<file path="src/rtl/frame_decoder_rx.sv">
// Receive-path byte de-stuffer: hunts for START, removes ESCAPE stuffing, strips
// delimiters and emits frame payload as a byte stream with tlast on the final byte.
module frame_decoder_rx #(
  parameter logic [7:0] ESCAPE_BYTE = 8'h7F,
  parameter logic [7:0] START_BYTE  = 8'h7D,
  parameter logic [7:0] STOP_BYTE   = 8'h7E
) (
  input  logic        aclk,
  input  logic        aresetn,
  input  logic        rx_byte_tvalid,
  output logic        rx_byte_tready,
  input  logic [7:0]  rx_byte_tdata,
  output logic        rx_frame_tvalid,
  input  logic        rx_frame_tready,
  output logic [7:0]  rx_frame_tdata,
  output logic        rx_frame_tlast,
  output logic        frame_error,
  output logic [15:0] err_count,
  output logic [1:0]  dbg_state
);

  typedef enum logic [1:0] {
    S_IDLE     = 2'd0,
    S_IN_FRAME = 2'd1,
    S_ESCAPED  = 2'd2
  } state_t;

  state_t      state;
  state_t      state_nxt;

  logic        out_valid;
  logic [7:0]  out_data;
  logic        out_last;

  logic        hold_valid;
  logic [7:0]  hold_data;
  logic        hold_valid_nxt;
  logic [7:0]  hold_data_nxt;

  logic        consume;
  logic        is_start;
  logic        is_stop;
  logic        is_esc;
  logic        take_data;
  logic        emit;
  logic        emit_last;
  logic        abort;

  // Handshake: a transfer happens on a channel at a rising edge where both
  // tvalid and tready are high; a source holds tdata/tlast stable while
  // tvalid && !tready. An input byte is accepted only when the output register
  // is free or draining this cycle, so each accepted byte loads it at most once.
  assign rx_byte_tready = aresetn && (!out_valid || rx_frame_tready);
  assign consume        = rx_byte_tvalid && rx_byte_tready;

  assign is_start = (rx_byte_tdata == START_BYTE);
  assign is_stop  = (rx_byte_tdata == STOP_BYTE);
  assign is_esc   = (rx_byte_tdata == ESCAPE_BYTE);

  always_comb begin
    state_nxt      = state;
    hold_valid_nxt = hold_valid;
    hold_data_nxt  = hold_data;
    take_data      = 1'b0;
    emit           = 1'b0;
    emit_last      = 1'b0;
    abort          = 1'b0;

    if (consume) begin
      case (state)
        S_IDLE: begin
          if (is_start) begin
            state_nxt      = S_IN_FRAME;
            hold_valid_nxt = 1'b0;
          end
        end
        S_IN_FRAME: begin
          if (is_esc) begin
            state_nxt = S_ESCAPED;
          end else if (is_stop) begin
            // An empty frame leaves nothing in hold, so nothing is emitted.
            emit           = hold_valid;
            emit_last      = 1'b1;
            hold_valid_nxt = 1'b0;
            state_nxt      = S_IDLE;
          end else if (is_start) begin
            // START mid-frame closes the partial frame and opens a new one.
            emit           = hold_valid;
            emit_last      = 1'b1;
            abort          = hold_valid;
            hold_valid_nxt = 1'b0;
          end else begin
            take_data = 1'b1;
          end
        end
        S_ESCAPED: begin
          take_data = 1'b1;
          state_nxt = S_IN_FRAME;
        end
        default: begin
          state_nxt      = S_IDLE;
          hold_valid_nxt = 1'b0;
        end
      endcase
    end

    // The hold register gives one byte of lookahead, so the previous byte is
    // only released once we know it is not the last of its frame.
    if (take_data) begin
      emit           = hold_valid;
      emit_last      = 1'b0;
      hold_data_nxt  = rx_byte_tdata;
      hold_valid_nxt = 1'b1;
    end
  end

  always_ff @(posedge aclk) begin
    if (!aresetn) begin
      state       <= S_IDLE;
      hold_valid  <= 1'b0;
      hold_data   <= 8'h00;
      out_valid   <= 1'b0;
      out_data    <= 8'h00;
      out_last    <= 1'b0;
      frame_error <= 1'b0;
      err_count   <= 16'h0000;
    end else begin
      state      <= state_nxt;
      hold_valid <= hold_valid_nxt;
      hold_data  <= hold_data_nxt;

      if (emit) begin
        out_valid <= 1'b1;
        out_data  <= hold_data;
        out_last  <= emit_last;
      end else if (rx_frame_tready) begin
        out_valid <= 1'b0;
      end

      frame_error <= abort;
      if (abort && (err_count != 16'hFFFF)) begin
        err_count <= err_count + 16'd1;
      end
    end
  end

  assign rx_frame_tvalid = out_valid;
  assign rx_frame_tdata  = out_data;
  assign rx_frame_tlast  = out_last;
  assign dbg_state       = state;

endmodule

</file>
<file path="config.mk">
export PLATFORM = sky130hd
export DESIGN_NAME = frame_decoder_rx
export DESIGN_NICKNAME = d
export VERILOG_FILES = /design/src/rtl/frame_decoder_rx.sv
export SDC_FILE = /design/constraint.sdc
export NUM_CORES = 1
export LEC_CHECK = 0
export BUFFER_PORTS_ARGS = -buffer_cell sky130_fd_sc_hd__buf_2
export CAP_MARGIN = 20
export CORE_MARGIN = 4
export CORE_UTILIZATION = 32
export DETAILED_ROUTE_END_ITERATION = 8
export GPL_ROUTABILITY_DRIVEN = 0
export GPL_TIMING_DRIVEN = 0
export PLACE_DENSITY = 0.47
export SETUP_SLACK_MARGIN = 0.05
export SLEW_MARGIN = 10
export SYNTH_ARGS = -nofsm -noshare
export SYNTH_HDL_FRONTEND = slang
export SYNTH_SLANG_ARGS = --single-unit
export TNS_END_PERCENT = 10
</file>
<file path="constraint.sdc">
create_clock -name aclk -period 4.48 [get_ports aclk]
set_clock_uncertainty 0.2 [all_clocks]
set_input_delay 0.224 -clock aclk [delete_from_list [all_inputs] [get_ports aclk]]
set_output_delay 0.224 -clock aclk [all_outputs]
set_load 0.01 [all_outputs]
</file>
==> results of run 1 <==
kinds of logic after synthesis:
| kind of cell | after synthesis |
|---|---|
| muxes | 5 |
| xor gates and xnor gates | 2 |
| AOI/OAI and AO/OA | 41 |
| DFF | 38 |
| adders and majority gates | 5 |
| buffers and inverters | 32 |
| and+or+nand+nor | 125 |
worst max-delay path, cell delays in order:
cell and delay (ps):
dlygate4sd3_1 530, buf_2 130, nand4b_4 210, nor2_2 340, nand3_2 260, or4_1 520
a21oi_1 140
Yosys cell counts, drive strengths merged, types with 2 or more instances:
cell	n
dfxtp	38
nand4	38
nand2	31
nand3	16
a21oi	14
inv	14
clkbuf	9
nor2	9
buf	8
nor4	7
nand2b	6
o41ai	6
or4	6
ha	5
mux2i	5
o311ai	4
a211oi	3
o211ai	3
a31oi	2
nand4b	2
nor3	2
o211a	2
o21ai	2
o31ai	2
or2	2
or3	2
per-stage QoR:
stage,cell area (um^2),util,cells
CTS,2467,0.3886,372
finish,2467,0.3886,372
detailed placement,2371,0.3734,363
floorplan,2085,-,248
global placement,2371,0.3734,363
global route,2467,0.3886,372
area by class of cell:
type / count / area (um^2)
repair buffers: 40 / 210.2
clock buffers: 7 / 76.32
flip-flops and latches: 38 / 760.7
fillers: 666 / 3882
multi-input cells: 178 / 1189
well taps: 77 / 96.34
inverters: 15 / 56.30
plain buffers: 17 / 78.83
routing by layer:
layer | up-vias | part of all wire
met2 | 41 | 0.46
met5 | - | 0
met3 | 5 | 0.047
met1 | 947 | 0.48
li1 | 1028 | -
met4 | 0 | 0.0084
worst max-delay path by stage:
stage	endpoint	start	slack, ps
6_report	err_count[8]$_SDFFE_PN0P_	rx_byte_tdata[7]	2140
4_1_cts	rx_frame_tdata[2]$_SDFFE_PN0P_	rx_byte_tdata[7]	2130
5_1_grt	err_count[9]$_SDFFE_PN0P_	rx_byte_tdata[7]	1960
3_5_place_dp	err_count[12]$_SDFFE_PN0P_	dbg_state[1]$_SDFFE_PN0P_	2180
2_1_floorplan	err_count[15]$_SDFFE_PN0P_	dbg_state[0]$_SDFFE_PN0P_	2360
3_3_place_gp	err_count[8]$_SDFFE_PN0P_	dbg_state[0]$_SDFFE_PN0P_	2200
placed cells by master, fill, tap and decap left out, types with 3 or more instances in the layout:
cell type  instances
a211oi_1           3
a21oi_1           14
buf_2             44
clkbuf_1          11
clkbuf_8           5
dfxtp_1           38
ha_1               5
inv_1             14
mux2i_1            5
nand2_1           31
nand2b_1           6
nand3_1           14
nand4_1           36
nor2_1             8
nor4_1             5
o311ai_0           4
o41ai_1            6
or4_1              6
power by group through the flow:
| stage | combinational (mW) | sequential, mW | clock (mW) |
|---|---|---|---|
| after floorplan | 0.0194 | 0.345 | 0 |
| after global placement | 0.0333 | 0.345 | 0 |
| after detailed placement | 0.0332 | 0.345 | 0 |
| after CTS | 0.0346 | 0.337 | 0.233 |
| after global routing | 0.0377 | 0.337 | 0.245 |
| final | 0.0341 | 0.338 | 0.224 |
flip-flops by register name (all words and copies together) (netlist names):
| signal | count |
|---|---|
| err_count | 16 |
| rx_frame_tvalid | 1 |
| rx_frame_tlast | 1 |
| dbg_state | 2 |
| hold_data | 8 |
| frame_error | 1 |
| hold_valid | 1 |
| rx_frame_tdata | 8 |
timing repair:
| action | 4_1_cts | 5_1_grt |
|---|---|---|
| hold buffers | 2 | 0 |
| endpoints found under the hold margin | 2 | 0 |
| endpoints found under the setup margin | 0 | 0 |
==> flow_summary.json, run 1 <==
{
  "grt_use_met3": 0.03445,
  "slew_headroom": 0.4712,
  "tightest_slew_ps": 786.7,
  "syn-cell-area_um2": 2084,
  "syn_nets": 265,
  "rsz0062_at_grt": "no",
  "synthSimpleGateAreaFrac": 0.3685,
  "grt_max_degree": 11,
  "rows": 29,
  "status": "completed",
  "avgSynthCellArea_um2": 8.405,
  "crit_required_ps": 4500,
  "hold_ws_ps": 6.616,
  "netlist_top_cells_area": "dfxtp_1, nand4_1, nand2_1, a21oi_1, nand3_1",
  "cellPowerDensity_nw_per_um2": 241.5,
  "fp.coreArea_um2": 6350,
  "combPwrFrac": 0.057,
  "hold_viol_final": 0,
  "post_cts_buffers": 0,
  "overflow": 0,
  "crit_arrival_ps": 2350,
  "leakage_nw": 1.001,
  "drv_slew": 0,
  "grtUsageMet2": 0.2409,
  "synth_cells": 248,
  "netlist.area_leader.share": 0.3649,
  "ys_ff_latch": 38,
  "clk_pin_slew_ps": 70,
  "fp.dieW_um": 88.71,
  "cp-start-kind": "primary input",
  "clockBufferDepth": 2,
  "antenna_found_initial": 0,
  "fin_crit_sh": 0.5216,
  "drtIter0Drc": 117,
  "muxShareOfSynthArea": 0.02401,
  "wl_mm": 5.714,
  "synth_xor_area_frac": 0.008403,
  "met1_usage": 0.2130,
  "yosysTopAreaCell": "dfxtp_1",
  "reg2reg_depth": 7,
  "tritoncts": "yes",
  "areaGrowthSynthToFinish_pct": 18.37,
  "end_kind": "flop",
  "post-route-min-period_ps": 2337,
  "vias": 2021,
  "reg2reg_setup_slack_ps": 2190,
  "nets": 312,
  "clock-sinks": 38,
  "ys_seq_area_frac": 0.3649,
  "crit_type": "in -> reg",
  "drtPass1Iterations": 4,
  "cts_buffers": 5,
  "async_flop_share": 0,
  "r2r-start": "dbg_state[1]$_SDFFE_PN0P_",
  "clockRootBuffer": "clkbuf_8",
  "ios": 42,
  "routed_via_density": 5.433,
  "r2r_end": "err_count[8]$_SDFFE_PN0P_",
  "min_to": "hold_data[2]$_SDFFE_PN0P_",
  "synth_warnings": 0,
  "wl_per_cell_um": 15.36,
  "die-area_um2": 7869,
  "synth_adder_area_share": 0.03001,
  "ys_types": 46,
  "fmax_mhz": 428.0,
  "clk_latency_ps": 290,
  "initial_core_util": 0.3283,
  "crit_path_max_fanout": 9,
  "synthFlopType": "dfxtp_1",
  "p_sw_mw": 0.1407,
  "synth_top_family_by_area": "simple AND/OR/NAND/NOR gates",
  "dp_slack_ps": 2180,
  "hpwl_mm": 4.302,
  "swShare": 0.2362,
  "cap_violations": 0,
  "final.setup.worst_slack_ps": 2143,
  "power.internal_mw": 0.4551,
  "total_power_mw": 0.5958,
  "fin_tns_setup_ps": 0,
  "die_h_um": 88.71,
  "synth_compound_area_frac": 0.1393,
  "ir_drop_v": 0.0001145,
  "drc": 0,
  "holdCritStartpoint": "rx_byte_tdata[2]",
  "first_global_vias": 1868,
  "synth_edf_count": 0,
  "port_buffers": 38,
  "finalSetupViolations": 0,
  "ctsResizeCount": 0,
  "grt-busiest-layer": "met2",
  "seq_power_share": 0.567,
  "hp-class": "in -> reg",
  "hold_depth": 3,
  "ant_nets": 0,
  "diodes": 0,
  "drive_gt1_frac": 0.2136,
  "cts_max_level": 2,
  "p_clk_frac": 0.376,
  "grt_usage": 0.1542,
  "grt_pass1_wl_mm": 9.411
}
(Power assumes the default switching activity.)
==> run 2: changes to the inputs <==
--- a/config.mk
+++ b/config.mk
@@ -5,6 +5,7 @@
 export SDC_FILE = /design/constraint.sdc
 export NUM_CORES = 1
 export LEC_CHECK = 0
+export ABC_AREA = 1
 export BUFFER_PORTS_ARGS = -buffer_cell sky130_fd_sc_hd__buf_2
 export CAP_MARGIN = 20
 export CORE_MARGIN = 4
==> constraint.sdc (replaced) <==
create_clock -name aclk -period 2.3 [get_ports aclk]
set_clock_uncertainty 0.2 [all_clocks]
set_input_delay 0.115 -clock aclk [delete_from_list [all_inputs] [get_ports aclk]]
set_output_delay 0.115 -clock aclk [all_outputs]
set_load 0.01 [all_outputs]
==> flow_summary.json, run 2 <==
{
  "largest_register": "err_count",
  "synth_warnings": 0,
  "synth_cells": 279,
  "ios": 42,
  "cts_buffers": 5,
  "reg2reg_depth": 7,
  "netlist.area_leader.share": 0.3687,
  "drtIter0Drc": 94,
  "stdcell_count": 413,
  "end_kind": "flop",
  "drtPass1Iterations": 4,
  "cts_max_level": 2,
  "clock-sinks": 38,
  "grt_usage": 0.1403,
  "diodes": 0,
  "fp.coreArea_um2": 6096,
  "r2r_end": "err_count[10]$_SDFFE_PN0P_",
  "overflow": 0,
  "ys_ff_latch": 38,
  "clk_pin_slew_ps": 80,
  "fmax_mhz": 501.1,
  "clk_latency_ps": 290,
  "vias": 1891,
  "ctsResizeCount": 0,
  "yosysTopAreaCell": "dfxtp_1",
  "nets": 354,
  "drc": 0,
  "clockBufferDepth": 2,
  "wl_per_cell_um": 12.60,
  "netlist_top_cells_area": "dfxtp_1, nand2_1, nand3_1, a21oi_1, nor2_1",
  "status": "completed",
  "r2r-start": "err_count[0]$_SDFFE_PN0P_",
  "hp-class": "in -> reg",
  "first_global_vias": 1764,
  "crit_arrival_ps": 2030,
  "async_flop_share": 0,
  "post-route-min-period_ps": 1995,
  "reg2reg_setup_slack_ps": 340,
  "cp-start-kind": "primary input",
  "yosysMostFrequentCell": "nand2_1",
  "synth_edf_count": 0,
  "finish.utilization": 0.4195,
  "grt_max_degree": 13,
  "cap_violations": 0,
  "mostFrequentLayoutCell": "nand2_1",
  "finalSetupViolations": 0,
  "largest_reg_flops": 16,
  "crit_type": "in -> reg",
  "total_power_mw": 1.211,
  "ir_drop_v": 0.0002376,
  "fillers": 668,
  "synthFlopType": "dfxtp_1",
  "slew_headroom": 0.6471,
  "clockRootBuffer": "clkbuf_8",
  "ys_types": 34,
  "antenna_found_initial": 0,
  "grt_pass1_wl_mm": 8.549,
  "tightest_slew_ps": 529.4,
  "drive_gt1_frac": 0.2278,
  "hpwl_mm": 3.782,
  "dp_slack_ps": 340.7,
  "syn_nets": 296,
  "drv_slew": 0,
  "crit_required_ps": 2330,
  "routed_via_density": 4.579,
  "rows": 28,
  "fp.dieW_um": 88.30,
  "leakage_nw": 1.096,
  "areaGrowthSynthToFinish_pct": 23.95,
  "dp_cells": 395,
  "yosys-top-cells-count": "nand2_1, dfxtp_1, nand3_1, nor2_1, a21oi_1",
  "cellPowerDensity_nw_per_um2": 473.6,
  "crit_path_max_fanout": 7,
  "initial_core_util": 0.3385,
  "ant_nets": 0,
  "fin_tns_setup_ps": 0,
  "ys_seq_area_frac": 0.3687,
  "rsz0062_at_grt": "no",
  "hold_viol_final": 0,
  "hold_depth": 3,
  "die-area_um2": 7796,
  "min_to": "hold_data[0]$_SDFFE_PN0P_",
  "port_buffers": 41,
  "final_cell_mix": "nand2_1, buf_2, dfxtp_1",
  "holdCritStartpoint": "rx_byte_tdata[0]",
  "wl_mm": 5.203,
  "avgSynthCellArea_um2": 7.395,
  "syn-cell-area_um2": 2063,
  "fin_crit_sh": 0.8676,
  "final.setup.worst_slack_ps": 304.6,
  "tritoncts": "yes",
  "die_h_um": 88.30
}
==> run 2: cell count changes after synthesis, moves of 6 or more <==
| cell | change |
|---|---|
| nand4_1 | -34 |
| nand2_1 | +27 |
| nor2_1 | +21 |
| nand3_1 | +15 |
| a21oi_1 | +14 |
| inv_1 | +13 |
| o21ai_0 | +8 |
| xor2_1 | +7 |
| clkbuf_1 | -6 |
| nand2b_1 | -6 |
| o41ai_1 | -6 |
| or4_1 | -6 |
==> run 2: area by class of cell <==
cell class / count / area (um^2) / share of cell area
inverter: 31 / 116.4 / 0.04550
multi-input combinational: 202 / 1125 / 0.4398
sequential: 38 / 760.7 / 0.2975
clock buffer: 6 / 82.58 / 0.03229
tap: 75 / 93.84 / 0.03669
clock inverter: 2 / 12.51 / 0.004892
timing repair buffer: 51 / 305.3 / 0.1194
buffer: 8 / 61.31 / 0.02397
==> run 2: critical path, cell delays in order <==
cell and delay [ps]:
dlygate4sd3_1 530, buf_2 120, inv_1 50, nand2_2 80
nor2_8 140, nand4_2 140, nor4_1 260, dlygate4sd3_1 590
==> run 2: how the worst max path moves through the flow <==
stage                              start                        end  slack (ps)  cells after the start
6_report                rx_byte_tdata[7]     frame_error$_SDFF_PN0_         300                      8
5_1_grt        err_count[0]$_SDFFE_PN0P_  err_count[5]$_SDFFE_PN0P_         140                      7
4_1_cts        err_count[0]$_SDFFE_PN0P_  err_count[0]$_SDFFE_PN0P_         320                      8
3_5_place_dp   err_count[0]$_SDFFE_PN0P_  err_count[0]$_SDFFE_PN0P_         340                      8
3_3_place_gp   err_count[0]$_SDFFE_PN0P_  err_count[2]$_SDFFE_PN0P_         380                      7
2_1_floorplan  err_count[0]$_SDFFE_PN0P_  err_count[2]$_SDFFE_PN0P_         590                      8
==> run 2: repair_timing <==
| item | CTS | global route |
|---|---|---|
| hold endpoints to repair | 16 | 0 |
| hold buffers | 10 | 0 |
| buffers inserted | 0 | 0 |
==> run 2: power breakdown <==
group / switching (mW) / leakage (nW) / internal (mW) / total (mW)
logic: 0.0380 / 0.743 / 0.0268 / 0.0648
clock network: 0.248 / 0.0472 / 0.241 / 0.489
registers: 0.0000334 / 0.306 / 0.657 / 0.657
==> run 2: metrics by stage <==
step	area (um^2)	hold slack [ps]
floorplan	2063	99.58
global placement	2362	227.6
detailed placement	2362	228.6
CTS	2557	19.15
global route	2557	63.19
finish	2557	35.45
==> run 2: cell families after synthesis <==
| group | count (synthesis) | synth area share |
|---|---|---|
| and+or+nand+nor | 144 | 0.3614 |
| DFF | 38 | 0.3687 |
| buffers and inverters | 39 | 0.08611 |
| xor gates and xnor gates | 13 | 0.05519 |
| AOI/OAI and AO/OA | 40 | 0.09824 |
| adders and majority gates | 5 | 0.03032 |
==> run 2: routing by layer <==
layer	vias up	global-route usage	part of all wire
met5	-	0	0
li1	1014	-	-
met4	0	0.04945	0.011
met3	4	0.02793	0.034
met1	838	0.1982	0.50
met2	35	0.2128	0.46
==> run 3: changes to the inputs <==
--- a/config.mk
+++ b/config.mk
@@ -13,7 +13,7 @@
 export DETAILED_ROUTE_END_ITERATION = 8
 export GPL_ROUTABILITY_DRIVEN = 0
 export GPL_TIMING_DRIVEN = 0
-export PLACE_DENSITY = 0.47
+export PLACE_DENSITY = 0.48
 export SETUP_SLACK_MARGIN = 0.05
 export SLEW_MARGIN = 10
 export SYNTH_ARGS = -nofsm -noshare
==> flow_summary.json, run 3 (same netlist as run 2, synthesis figures left out) <==
{
  "cp-start-kind": "flop",
  "fin_tns_setup_ps": 0,
  "leakage_nw": 1.089,
  "drtIter0Drc": 113,
  "ant_nets": 0,
  "crit_required_ps": 2330,
  "cts_max_level": 2,
  "cts_buffers": 5,
  "swShare": 0.2376,
  "finish.utilization": 0.4169,
  "tritoncts": "yes",
  "antenna_found_initial": 0,
  "slowest_stage": "dfxtp_1",
  "stdcell_count": 412,
  "status": "completed",
  "first_global_vias": 1735,
  "clk_pin_slew_ps": 80,
  "initial_core_util": 0.3385,
  "clock-sinks": 38,
  "fp.dieW_um": 88.30,
  "dp_cells": 395,
  "ios": 42,
  "finalSetupViolations": 0,
  "ctsHoldBuffers": 10,
  "fin_area_um2": 2541,
  "diodes": 0,
  "ir_drop_v": 0.0001961,
  "vias": 1830,
  "power.internal_mw": 0.8888,
  "post-route-min-period_ps": 1929,
  "crit_arrival_ps": 1960,
  "crit_top_cell": "nand3_1",
  "final_cell_mix": "nand2_1, buf_2, dfxtp_1",
  "post_cts_buffers": 0,
  "drive_gt1_frac": 0.2255,
  "ctsResizeCount": 0,
  "mostFrequentLayoutCell": "nand2_1",
  "crit_type": "reg -> reg",
  "rows": 28,
  "clockRootBuffer": "clkbuf_8",
  "drv_slew": 0,
  "p_clk_frac": 0.380,
  "wl_mm": 4.973,
  "rsz0062_at_grt": "no",
  "die-area_um2": 7796,
  "clockBufferDepth": 2,
  "routed_via_density": 4.442,
  "nets": 354,
  "placed_area_um2": 2362,
  "hp-class": "in -> reg",
  "tightest_slew_ps": 515.8,
  "hpwl_mm": 3.753,
  "end_kind": "flop",
  "multi_input_area_um2": 1125,
  "grt_usage": 0.1381,
  "grt_max_degree": 12,
  "areaGrowthSynthToFinish_pct": 23.17,
  "slew_headroom": 0.6561,
  "cap_violations": 0,
  "largest_reg_flops": 16,
  "fmax_mhz": 518.4,
  "crit_path_max_fanout": 10,
  "largest_register": "err_count",
  "overflow": 0,
  "grt_pass1_wl_mm": 8.418,
  "max_stage_delay_ps": 360,
  "path_cells": "ha_1 > nand3_1 > clkinv_1 > nand4_4 > buf_2 > nand3_1 > a21oi_1",
  "wl_per_cell_um": 12.07,
  "hold_viol_final": 0,
  "fillers": 682,
  "fp.coreArea_um2": 6096,
  "drtPass1Iterations": 4,
  "fin_crit_sh": 0.8387,
  "cellPowerDensity_nw_per_um2": 458.8,
  "die_h_um": 88.30,
  "seqCellArea_um2": 760.7,
  "port_buffers": 41,
  "clk_latency_ps": 300,
  "drc": 0,
  "combPwrFrac": 0.056,
  "p_sw_mw": 0.2770,
  "seq_power_share": 0.564
}
-- run 3: per-layer routing --
layer  track usage  wire length (um)  up-vias  part of all wire
li1              -                 -     1015                 -
met5             0                 0        -                 0
met1        0.1960              2553      776              0.51
met2        0.2094              2129       33              0.43
met3       0.03073               227        6             0.046
met4       0.04121                63        0             0.013
-- run 3: path summary, 6_finish.rpt --
kind / start / slack (ps) / to / cells after the start
setup / recovery: err_count[0]$_SDFFE_PN0P_ / 370 / err_count[5]$_SDFFE_PN0P_ / 7
hold / removal: rx_frame_tready / 70 / rx_frame_tvalid$_SDFFE_PN0P_ / 6
setup reg to reg: err_count[0]$_SDFFE_PN0P_ / 370 / err_count[5]$_SDFFE_PN0P_ / 7
hold reg to reg: hold_data[3]$_SDFFE_PN0P_ / 250 / hold_data[3]$_SDFFE_PN0P_ / 2
-- run 3: power by group through the flow --
stage	logic (mW)	clock network, mW	registers (mW)
final	0.0651	0.443	0.657
after floorplan	0.0302	0	0.673
after global placement	0.0529	0	0.673
after CTS	0.0657	0.464	0.657
after detailed placement	0.0529	0	0.673
after global routing	0.0732	0.494	0.657
-- run 3: cell type report --
class | instances | share of cell area
multi-input combinational | 202 | 0.4426
sequential | 38 | 0.2994
timing repair buffer | 51 | 0.1201
inverter | 31 | 0.04579
tap | 75 | 0.03693
clock buffer | 5 | 0.02708
buffer | 8 | 0.02413
clock inverter | 2 | 0.003939
-- run 3: critical path, delay by kind of cell (launching register included) --
| kind | cells | cell delay (ps) |
|---|---|---|
| and+or+nand+nor | 3 | 460 |
| adders and majority gates | 1 | 270 |
| AOI/OAI and AO/OA | 1 | 140 |
| DFF | 1 | 360 |
| buffers and inverters | 2 | 440 |
-- run 3: per-stage QoR --
stage                     hold WS, ps  total power, mW  setup slack (ps)
final                           71.07            1.166             371.0
after global routing            99.43            1.224             231.8
after CTS                       74.04            1.187             376.5
after detailed placement        223.2           0.7256             395.3
after global placement          224.9           0.7257             369.7
after floorplan                 99.58           0.7030             586.3
